## src/rtl/pacman_motion_ctrl_if.sv

```systemverilog
// rtl/pacman_motion_ctrl_if.sv - walkable-map read port between the motion controller (master) and the map ROM (slave)
interface pacman_motion_ctrl_if #(
    parameter int ADDR_WIDTH = 19
);
    logic [ADDR_WIDTH-1:0] map_addr;
    logic                  map_allowed;

    modport master (output map_addr, input map_allowed);
    modport slave  (input map_addr, output map_allowed);
endinterface

```

## src/rtl/pacman_motion_ctrl.sv

```systemverilog
// rtl/pacman_motion_ctrl.sv - Pac-Man position/direction controller with debounced buttons and map edge checks; PACMAN_WRAP_TUNNEL_EN enables horizontal wrap
module pacman_motion_ctrl #(
    parameter int WIDTH           = 640,
    parameter int HEIGHT          = 480,
    parameter int SPRITE          = 22,
    parameter int START_X         = 310,
    parameter int START_Y         = 230,
    parameter int STEP            = 1,
    parameter int DEBOUNCE_CYCLES = 1000000,
    parameter int ADDR_WIDTH      = 19
) (
    input  logic                 clk,
    input  logic                 reset,
    input  logic                 frame_tick,
    input  logic                 btn_up,
    input  logic                 btn_down,
    input  logic                 btn_left,
    input  logic                 btn_right,
    pacman_motion_ctrl_if.master map_bus,
    output logic [9:0]           pos_x,
    output logic [8:0]           pos_y,
    output logic [2:0]           dir,
    output logic                 busy,
    output logic                 moved,
    output logic                 blocked,
    output logic                 overrun
);

    localparam logic [2:0] DIR_NONE  = 3'd0;
    localparam logic [2:0] DIR_UP    = 3'd1;
    localparam logic [2:0] DIR_DOWN  = 3'd2;
    localparam logic [2:0] DIR_LEFT  = 3'd3;
    localparam logic [2:0] DIR_RIGHT = 3'd4;

    localparam int DB_W  = $clog2(DEBOUNCE_CYCLES + 1);
    localparam int CNT_W = $clog2(SPRITE + 1);

    typedef enum logic [1:0] {
        S_IDLE,
        S_CHK_PEND,
        S_CHK_CUR,
        S_COMMIT
    } state_t;

    // ------------------------------------------------------------------
    // Button synchronizers and debouncers (bit i carries direction i+1)
    // ------------------------------------------------------------------
    logic [3:0]      btn_raw;
    logic [3:0]      sync0;
    logic [3:0]      sync1;
    logic [3:0]      btn_db;
    logic [3:0]      btn_rise;
    logic [DB_W-1:0] db_cnt [4];
    logic [2:0]      new_press;

    assign btn_raw = {btn_right, btn_left, btn_down, btn_up};

    always_ff @(posedge clk) begin
        if (reset) begin
            sync0  <= '0;
            sync1  <= '0;
            btn_db <= '0;
            for (int i = 0; i < 4; i++) begin
                db_cnt[i] <= '0;
            end
        end else begin
            sync0 <= btn_raw;
            sync1 <= sync0;
            for (int i = 0; i < 4; i++) begin
                if (sync1[i] != btn_db[i]) begin
                    if (db_cnt[i] == DB_W'(DEBOUNCE_CYCLES - 1)) begin
                        btn_db[i] <= sync1[i];
                        db_cnt[i] <= '0;
                    end else begin
                        db_cnt[i] <= db_cnt[i] + DB_W'(1);
                    end
                end else begin
                    db_cnt[i] <= '0;
                end
            end
        end
    end

    // A rising edge is the cycle in which the debounced level flips to pressed.
    always_comb begin
        for (int i = 0; i < 4; i++) begin
            btn_rise[i] = sync1[i] & ~btn_db[i] & (db_cnt[i] == DB_W'(DEBOUNCE_CYCLES - 1));
        end
        if (btn_rise[0])      new_press = DIR_UP;
        else if (btn_rise[1]) new_press = DIR_DOWN;
        else if (btn_rise[2]) new_press = DIR_LEFT;
        else if (btn_rise[3]) new_press = DIR_RIGHT;
        else                  new_press = DIR_NONE;
    end

    // ------------------------------------------------------------------
    // Geometry helpers
    // ------------------------------------------------------------------
    // Candidate leaves the legal top-left range; evaluated before any subtraction.
    function automatic logic edge_oob(input logic [2:0] d, input logic [9:0] px, input logic [8:0] py);
        case (d)
            DIR_UP:    return int'(py) < STEP;
            DIR_DOWN:  return int'(py) + STEP > HEIGHT - SPRITE;
            DIR_LEFT:  return int'(px) < STEP;
            DIR_RIGHT: return int'(px) + STEP > WIDTH - SPRITE;
            default:   return 1'b1;
        endcase
    endfunction

    // Address of the idx-th pixel on the new leading edge in direction d.
    function automatic logic [ADDR_WIDTH-1:0] edge_addr(input logic [2:0] d, input int idx,
                                                        input logic [9:0] px, input logic [8:0] py);
        int          cx;
        int          cy;
        logic [31:0] lin;
        cx = int'(px);
        cy = int'(py);
        case (d)
            DIR_UP: begin
                cx = cx + idx;
                cy = cy - STEP;
            end
            DIR_DOWN: begin
                cx = cx + idx;
                cy = cy + SPRITE - 1 + STEP;
            end
            DIR_LEFT: begin
                cx = cx - STEP;
                cy = cy + idx;
            end
            default: begin
                cx = cx + SPRITE - 1 + STEP;
                cy = cy + idx;
            end
        endcase
        lin = 32'(cx + WIDTH * cy);
        return lin[ADDR_WIDTH-1:0];
    endfunction

    // ------------------------------------------------------------------
    // Motion FSM
    // ------------------------------------------------------------------
    state_t                state, state_n;
    logic [2:0]            cdir, cdir_n;
    logic [CNT_W-1:0]      iss_cnt, iss_cnt_n;
    logic [CNT_W-1:0]      smp_cnt, smp_cnt_n;
    logic [CNT_W-1:0]      n_reads;
    logic                  ok, ok_n;
    logic                  v1, v1_n;
    logic                  v2, v2_n;
    logic [ADDR_WIDTH-1:0] addr_q, addr_n;
    logic [9:0]            pos_x_n;
    logic [8:0]            pos_y_n;
    logic [2:0]            dir_n;
    logic [2:0]            pending, pending_n;
    logic                  moved_n, blocked_n, overrun_n;
    logic                  cur_oob, cur_wrap, commit_wrap;
    logic                  chk_done, chk_pass;

    assign map_bus.map_addr = addr_q;
    assign busy             = (state != S_IDLE);

    always_ff @(posedge clk) begin
        if (reset) begin
            state   <= S_IDLE;
            cdir    <= DIR_NONE;
            iss_cnt <= '0;
            smp_cnt <= '0;
            ok      <= 1'b1;
            v1      <= 1'b0;
            v2      <= 1'b0;
            addr_q  <= '0;
            pos_x   <= 10'(START_X);
            pos_y   <= 9'(START_Y);
            dir     <= DIR_NONE;
            pending <= DIR_NONE;
            moved   <= 1'b0;
            blocked <= 1'b0;
            overrun <= 1'b0;
        end else begin
            state   <= state_n;
            cdir    <= cdir_n;
            iss_cnt <= iss_cnt_n;
            smp_cnt <= smp_cnt_n;
            ok      <= ok_n;
            v1      <= v1_n;
            v2      <= v2_n;
            addr_q  <= addr_n;
            pos_x   <= pos_x_n;
            pos_y   <= pos_y_n;
            dir     <= dir_n;
            pending <= pending_n;
            moved   <= moved_n;
            blocked <= blocked_n;
            overrun <= overrun_n;
        end
    end

    always_comb begin
        state_n   = state;
        cdir_n    = cdir;
        iss_cnt_n = iss_cnt;
        smp_cnt_n = smp_cnt;
        ok_n      = ok;
        v1_n      = 1'b0;
        v2_n      = v1;
        addr_n    = addr_q;
        pos_x_n   = pos_x;
        pos_y_n   = pos_y;
        dir_n     = dir;
        pending_n = (new_press != DIR_NONE) ? new_press : pending;
        moved_n   = 1'b0;
        blocked_n = 1'b0;
        overrun_n = frame_tick && (state != S_IDLE);
        chk_done  = 1'b0;
        chk_pass  = 1'b0;
        cur_oob   = edge_oob(cdir, pos_x, pos_y);
`ifdef PACMAN_WRAP_TUNNEL_EN
        cur_wrap    = cur_oob && ((cdir == DIR_LEFT) || (cdir == DIR_RIGHT));
        commit_wrap = edge_oob(dir, pos_x, pos_y) && ((dir == DIR_LEFT) || (dir == DIR_RIGHT));
`else
        cur_wrap    = 1'b0;
        commit_wrap = 1'b0;
`endif
        // A wrap issues one dummy read so it costs the same as a one-read check.
        n_reads = cur_wrap ? CNT_W'(1) : CNT_W'(SPRITE);

        case (state)
            S_IDLE: begin
                iss_cnt_n = '0;
                smp_cnt_n = '0;
                ok_n      = 1'b1;
                v2_n      = 1'b0;
                if (frame_tick) begin
                    if ((pending != DIR_NONE) && (pending != dir)) begin
                        state_n = S_CHK_PEND;
                        cdir_n  = pending;
                    end else if (dir != DIR_NONE) begin
                        state_n = S_CHK_CUR;
                        cdir_n  = dir;
                    end
                end
            end

            S_CHK_PEND, S_CHK_CUR: begin
                if (cur_oob && !cur_wrap) begin
                    chk_done = 1'b1;
                end else begin
                    if (iss_cnt < n_reads) begin
                        addr_n    = edge_addr(cdir, int'(iss_cnt), pos_x, pos_y);
                        iss_cnt_n = iss_cnt + CNT_W'(1);
                        v1_n      = 1'b1;
                    end
                    // v2 marks the cycle in which map_allowed answers an address issued two edges ago.
                    if (v2) begin
                        ok_n      = ok & (cur_wrap | map_bus.map_allowed);
                        smp_cnt_n = smp_cnt + CNT_W'(1);
                        if (smp_cnt == n_reads - CNT_W'(1)) begin
                            chk_done = 1'b1;
                            chk_pass = ok_n;
                        end
                    end
                end

                if (chk_done) begin
                    iss_cnt_n = '0;
                    smp_cnt_n = '0;
                    ok_n      = 1'b1;
                    v1_n      = 1'b0;
                    v2_n      = 1'b0;
                    if (state == S_CHK_PEND) begin
                        if (chk_pass) begin
                            dir_n   = cdir;
                            state_n = S_COMMIT;
                            if (new_press == DIR_NONE) begin
                                pending_n = DIR_NONE;
                            end
                        end else if (dir != DIR_NONE) begin
                            // Fall back to the current direction; its first read goes out now.
                            state_n   = S_CHK_CUR;
                            cdir_n    = dir;
                            addr_n    = edge_addr(dir, 0, pos_x, pos_y);
                            iss_cnt_n = CNT_W'(1);
                            v1_n      = 1'b1;
                        end else begin
                            state_n   = S_IDLE;
                            blocked_n = 1'b1;
                        end
                    end else begin
                        if (chk_pass) begin
                            state_n = S_COMMIT;
                        end else begin
                            state_n   = S_IDLE;
                            blocked_n = 1'b1;
                        end
                    end
                end
            end

            S_COMMIT: begin
                state_n = S_IDLE;
                moved_n = 1'b1;
                case (dir)
                    DIR_UP:    pos_y_n = pos_y - 9'(STEP);
                    DIR_DOWN:  pos_y_n = pos_y + 9'(STEP);
                    DIR_LEFT:  pos_x_n = commit_wrap ? 10'(WIDTH - SPRITE) : pos_x - 10'(STEP);
                    DIR_RIGHT: pos_x_n = commit_wrap ? 10'd0 : pos_x + 10'(STEP);
                    default:   moved_n = 1'b0;
                endcase
            end

            default: state_n = S_IDLE;
        endcase
    end

endmodule
```

## src/flat_wrapper.sv

```systemverilog
// flat-port wrapper written by rule: the top's interface ports become plain ports
module pacman_motion_ctrl_flat 
#(
    parameter int WIDTH           = 640,
    parameter int HEIGHT          = 480,
    parameter int SPRITE          = 22,
    parameter int START_X         = 310,
    parameter int START_Y         = 230,
    parameter int STEP            = 1,
    parameter int DEBOUNCE_CYCLES = 1000000,
    parameter int ADDR_WIDTH      = 19
)
  (clk, reset, frame_tick, btn_up, btn_down, btn_left, btn_right, pos_x, pos_y, dir, busy, moved, blocked, overrun, map_bus_map_addr, map_bus_map_allowed);
  pacman_motion_ctrl_if #(.ADDR_WIDTH(ADDR_WIDTH)) map_bus_i ();
  input  logic clk;
  input  logic reset;
  input  logic frame_tick;
  input  logic btn_up;
  input  logic btn_down;
  input  logic btn_left;
  input  logic btn_right;
  output logic [9:0] pos_x;
  output logic [8:0] pos_y;
  output logic [2:0] dir;
  output logic busy;
  output logic moved;
  output logic blocked;
  output logic overrun;
  output wire logic [$bits(map_bus_i.map_addr)-1:0] map_bus_map_addr;
  input wire logic [$bits(map_bus_i.map_allowed)-1:0] map_bus_map_allowed;
  assign map_bus_map_addr = map_bus_i.map_addr;
  assign map_bus_i.map_allowed = map_bus_map_allowed;
  pacman_motion_ctrl #(.WIDTH(WIDTH), .HEIGHT(HEIGHT), .SPRITE(SPRITE), .START_X(START_X), .START_Y(START_Y), .STEP(STEP), .DEBOUNCE_CYCLES(DEBOUNCE_CYCLES), .ADDR_WIDTH(ADDR_WIDTH)) u_core (.clk(clk), .reset(reset), .frame_tick(frame_tick), .btn_up(btn_up), .btn_down(btn_down), .btn_left(btn_left), .btn_right(btn_right), .map_bus(map_bus_i), .pos_x(pos_x), .pos_y(pos_y), .dir(dir), .busy(busy), .moved(moved), .blocked(blocked), .overrun(overrun));
endmodule
```

## config.mk

```make
export PLATFORM = sky130hd
export DESIGN_NAME = pacman_motion_ctrl_flat
export DESIGN_NICKNAME = d
export VERILOG_FILES = /design/src/rtl/pacman_motion_ctrl_if.sv /design/src/rtl/pacman_motion_ctrl.sv /design/src/flat_wrapper.sv
export SDC_FILE = /design/constraint.sdc
export NUM_CORES = 1
export LEC_CHECK = 0
export ABC_AREA = 1
export CAP_MARGIN = 20
export CORE_MARGIN = 3
export CORE_UTILIZATION = 50
export CTS_CLUSTER_DIAMETER = 100
export DETAILED_ROUTE_END_ITERATION = 10
export GPL_TIMING_DRIVEN = 1
export PLACE_DENSITY = 0.73
export RECOVER_POWER = 100
export SETUP_SLACK_MARGIN = 0.5
export SKIP_LAST_GASP = 1
export SLEW_MARGIN = 15
export SYNTH_ARGS = -nofsm -noshare
export SYNTH_HDL_FRONTEND = slang
export SYNTH_SLANG_ARGS = --single-unit
```

## constraint.sdc

```tcl
create_clock -name clk -period 8.81 [get_ports clk]
set_input_delay 2.643 -clock clk [delete_from_list [all_inputs] [get_ports clk]]
set_output_delay 2.643 -clock clk [all_outputs]
set_load 0.05 [all_outputs]
```

# After elaboration in Yosys (flattened, before gate mapping)
# Memory sizes are Yosys's and may differ from the RTL's.
# Cells that the tools add are included.
[op_classes]
n_addsub = 24
mul = 2
div = 0
n_lt_le_gt_ge = 5
n_eq_ne = 29
shift = 0
mux = 149
bitwise = 28
n_reduce_logical = 29
[ops]
columns = ["operator", "n"]
rows = [
  ["$mux W19", 14],
  ["$mux W32", 8],
  ["$mux W20", 12],
  ["$pmux W32 S2", 2],
  ["$add A20 B1 Y20 const B", 4],
  ["$eq A20 B20 Y1 const B", 4],
  ["$pmux W19 S2", 2],
  ["$mux W1", 70],
  ["$mul A4 B32 Y12 const A", 2],
  ["$mux W3", 16],
  ["$mux W5", 8],
  ["$add A19 B19 Y19", 2],
  ["$add A32 B2 Y32 const B", 1],
  ["$gt A32 B10 Y1 const B", 1],
  ["$gt A32 B11 Y1 const B", 1],
  ["$sub A32 B2 Y32 const B", 1],
  ["$pmux W10 S2", 1],
  ["$pmux W5 S2", 2],
  ["$add A19 B2 Y19 const B", 1],
  ["$pmux W9 S2", 1],
  ["$mux W2", 8],
  ["$eq A3 B2 Y1 const B", 4],
  ["$or A1 B1 Y1", 12],
  ["$reduce_and A2 Y1", 6],
  ["45 further kinds", 83],
]
[totals]
regBits = 77
latch_bits = 0
mem_bits_rw = 80
rom_bits = 0
inputBits = 8
out_inout_bits = 45
mem_count = 1
[memory_table]
columns = ["name", "words", "word_bits", "read_ports", "rd_ports_with_merged_regs", "write_ports", "line_no", "text"]
rows = [
  ["u_core.db_cnt", 4, 20, 4, 0, 4, "pacman_motion_ctrl.sv:53", "logic [DB_W-1:0] db_cnt [4];"],
]

# Logic depth before layout (Yosys ltp)
[logic_depth]
depth_word = 15
mapped_depth = 31
ltp_nobuf = 30

# Worst setup path before layout
# No wires, ideal clock.
[synth_timing]
kind = "reg-to-reg"
startpoint = "register u_core.dir[1]"
endpoint = "register u_core.addr_q[17], in the netlist u_core.map_bus.map_addr[17]"
setup_time_ps = 132
t_arrival_ps = 4696
required_time_ps = 8678
slack_ps = 3982
stages_incl_launch_ff = 26
path_buffers = 1
period_less_slack_ps = 4828
cell_sequence = "dfxtp_1 -> inv_2 -> nor3_4 -> inv_1 -> nand2_1 -> clkbuf_1 -> nor2_1 -> o21bai_1 -> ha_1 -> ha_1 -> inv_1 -> fa_1 -> o21ai_0 -> a21oi_1 -> o21ai_0 -> xnor2_1 -> inv_1 -> ha_1 -> nand2_1 -> nor3_1 -> nand3_1 -> o2111ai_1 -> xnor2_1 -> nand2_1 -> nand3_1 -> a21oi_1"
[synth_via]
elab_chain_len = 13
word_cells_on_any_way = 23
cone_classes = "add/sub: 1; mul: 1; eq/ne: 3; mux: 16; reduce/logical: 2"
[synth_lines]
columns = ["item", "line_no", "text"]
rows = [
  ["from (decl)", "pacman_motion_ctrl.sv:22", "output logic [2:0] dir,"],
  ["from (signal assigned)", "pacman_motion_ctrl.sv:191", "dir <= dir_n;"],
  ["$eq A3 B2 Y1 or $eq A3 B1 Y1 (tied branches)", "pacman_motion_ctrl.sv:118", "case (d)"],
  ["$pmux W32 S2 or $reduce_or A2 Y1 (tied branches)", "-", ""],
  ["$mux W32 or $pmux W19 S2 (tied branches)", "pacman_motion_ctrl.sv:278, pacman_motion_ctrl.sv:118", ""],
  ["$mux W32 or $mux W19 (tied branches)", "pacman_motion_ctrl.sv:272, pacman_motion_ctrl.sv:278", ""],
  ["$mux W32 or $mux W19 (tied branches)", "pacman_motion_ctrl.sv:271, pacman_motion_ctrl.sv:272", ""],
  ["$mux W32 or $mux W19 (tied branches)", "pacman_motion_ctrl.sv:265, pacman_motion_ctrl.sv:271", ""],
  ["$mux W32 or $mux W19 (tied branches)", "pacman_motion_ctrl.sv:228, pacman_motion_ctrl.sv:265", ""],
  ["$mul A4 B32 Y12 or $mux W19 (tied branches)", "pacman_motion_ctrl.sv:136, pacman_motion_ctrl.sv:228", ""],
  ["$add A19 B19 Y19", "pacman_motion_ctrl.sv:136", "lin = 32'(cx + WIDTH * cy);"],
  ["$mux W19 (*)", "pacman_motion_ctrl.sv:278", "end else if (dir != DIR_NONE) begin"],
  ["$mux W19 (*)", "pacman_motion_ctrl.sv:272", "if (chk_pass) begin"],
  ["$mux W19 (*)", "pacman_motion_ctrl.sv:271", "if (state == S_CHK_PEND) begin"],
  ["$mux W19 (*)", "pacman_motion_ctrl.sv:265", "if (chk_done) begin"],
  ["to (signal assigned)", "pacman_motion_ctrl.sv:188", "addr_q <= addr_n;"],
  ["to (decl)", "pacman_motion_ctrl.sv:151", "logic [ADDR_WIDTH-1:0] addr_q, addr_n;"],
]
# Mark *: on every way between the ends. The rest lies on a longest branch, timed or not. The select of a mux whose other input is x is not followed.
# A chain may end at the register's enable or synchronous reset.

==> run metrics <==
CTS Buf Count 17; fin nets 2128; layout cells sized above 1 0.05104; Reg clk slew, reported paths about 0.07 ns; Synth Warn # 0; Cell Pwr Density approximately 110 mW/mm^2; Netlist Area Pre-Place approximately 0.014 sq mm; CTS tree built; dpl ws 3.526 ns; Setup violations, final 0; Die X around 170 um; Crit. End Element register; Clock Sink Count approximately 160; post-route ant nets 0; Root Buffer clkbuf_16; DPL Wire Length between 20000 and 30000 um; Initial Util 0.5136; largest net degree at the start of global routing 43; input/output buffers 52; final core utilization 0.5731; die area between 0.02 and 0.03 sq mm; Max Clk Rate between 100 and 150 MHz; GP Congestion approximately 0.98; FP Rows 59; ys flop type edfxtp_1; critical path startpoint category primary input; Worst VDD drop a little under 0.1 mV; via count roughly 13k; Die H around 170 um; clock latency on the worst-skew pair around 0.45 ns; Worst-Margin Slew about 2.3 ns; ys async rst share 0; Min-Delay Path Class reg -> reg; Pre-Repair DR Iteration Count 6; n_diodes 0; Resized cells post-CTS 0; io pins 53; initial DRC count between 1k and 1.5k; setup ws final between 1.5 and 2 ns; crit path max fanout 42; Synth area leader edfxtp_1; Vias/cell roughly 5.5; Post-synth EDFFs 80; synth cell count leaders nand2_1 (400), inv_1 (250), nor2_1 (164); initial antenna violation count 0; Slew Limit Headroom -0.5521; Leak ~6.7 nW; number of remaining DRC errors 0; Synth top area share 0.1775; Cell variety after synth between 60 and 70; Worst Path Arrival 7.03 ns; setup total negative slack 0 ns; Cells after Synth 1898; Setup CP Type in -> reg; minimum clock period about 6.8 ns; vias in the first global route ~12k; Core ar. around 0.026 sq mm; fin. max-slew vios 43; most frequent cell after synthesis nand2_1; Final Hold Fails 0; final WL 35010 um; top cells by area, synth edfxtp_1 (18%), dfxtp_1 (11%), nand2_1 (11%); #FFs+latches synth around 160; routed len/inst about 15 um; first-pass GRT wire length just under 60000 um; Setup Fix Bufs, Post-CTS 0; Max Cap Viol 1; area post-placement approximately 0.015 sq mm; Layout area overhead 11.58%; H-tree depth 4; Period Utilization, post-route 0.7749; final instance area around 0.015 sq mm; failing checks capacitance limit, slew limit; Crit path required time 9.01 ns; GRT overflow 0; clock skew between 0.015 and 0.02 ns; status finished, violations left; cts hold-fix bufs 0; RSZ-0062 raised after global routing false; Reg2Reg Setup Slack ~3.1 ns; post-synthesis area per instance ~7 sq um; Longest Clk Path Bufs 2; sequential element share of the synthesized area 0.2914; GRT Util Overall 0.2449
-- power by group --
group          switching (mW)  internal (mW)  total (mW)
Clock                   0.338          0.399       0.738
Sequential             0.0167          0.785       0.802
Combinational           0.124         0.0597       0.183
Total                   0.479           1.24        1.72
-- placed cells by master (no fill, tap or decap), types with 26 or more instances in the layout --
cell type	count
nand2_1	401
inv_1	251
nor2_1	164
a21oi_1	145
nand3_1	138
ha_1	107
o21ai_0	80
edfxtp_1	80
conb_1	80
dfxtp_1	77
xor2_1	69
nor3_1	49
nand4_1	48
dlygate4sd3_1	45
xnor2_1	28
o211ai_1	26
-- logic make-up after synthesis --
family	Yosys count	synth area share
and+or+nand+nor	891	0.3031
other	1	0.0002770
DFF	157	0.2914
AOI/OAI and AO/OA	320	0.1374
xor gates and xnor gates	97	0.06277
adders and majority gates	115	0.1107
buffers and inverters	316	0.09355
muxes	1	0.0008319
-- path summary, 6_finish.rpt --
check,cells after the start,to,startpoint
hold reg to reg,2,u_core.sync1[0],u_core.sync0[0]
hold / removal,2,u_core.sync1[0],u_core.sync0[0]
setup reg to reg,25,u_core.map_bus.map_addr[18],u_core.cdir[1]
setup / recovery,8,u_core.db_cnt[3][18],reset
-- routing by layer --
| layer | track usage | up-vias | wire length [um] |
|---|---|---|---|
| li1 | - | 6543 | - |
| met1 | 0.3456 | 5911 | 16360 |
| met2 | 0.3886 | 392 | 15740 |
| met3 | 0.03859 | 48 | 2113 |
| met4 | 0.07337 | 0 | 799 |
| met5 | 0 | - | 0 |
-- sequential cells by signal, indices dropped and copies added (netlist names), 4 cells and up --
name and cells:
u_core.db_cnt 80, u_core.map_bus.map_addr 19, u_core.pos_x 10, u_core.pos_y 9
u_core.iss_cnt 5, u_core.smp_cnt 5, u_core.btn_db 4, u_core.sync0 4
u_core.sync1 4
-- critical path, stage by stage --
cell      delay, ns
buf_2          0.07
clkbuf_1       1.65
inv_1          1.01
clkbuf_1       0.57
nand3_1        0.65
inv_1          0.23
o21ai_0        0.13
a21oi_1        0.06
-- layout make-up --
class / instances / area [sq um]
Fill cell: 2479 / 11250
Multi-Input combinational cell: 1504 / 8610
Sequential cell: 157 / 3944
Inverter: 270 / 1017
Timing Repair Buffer: 55 / 530.5
Clock buffer: 17 / 425.4
Tap cell: 335 / 419.2
Clock inverter: 15 / 157.7
-- through the flow --
step / instances / power, mW / hold slack, ns
after floorplan: 1977 / 0.9527 / 0.3883
after global placement: 2321 / 0.9940 / 0.3912
after detailed placement: 2321 / 0.9973 / 0.3928
after CTS: 2353 / 1.735 / 0.4018
after global routing: 2353 / 1.792 / 0.4330
final: 2353 / 1.723 / 0.4023
(Power assumes the default switching activity.)
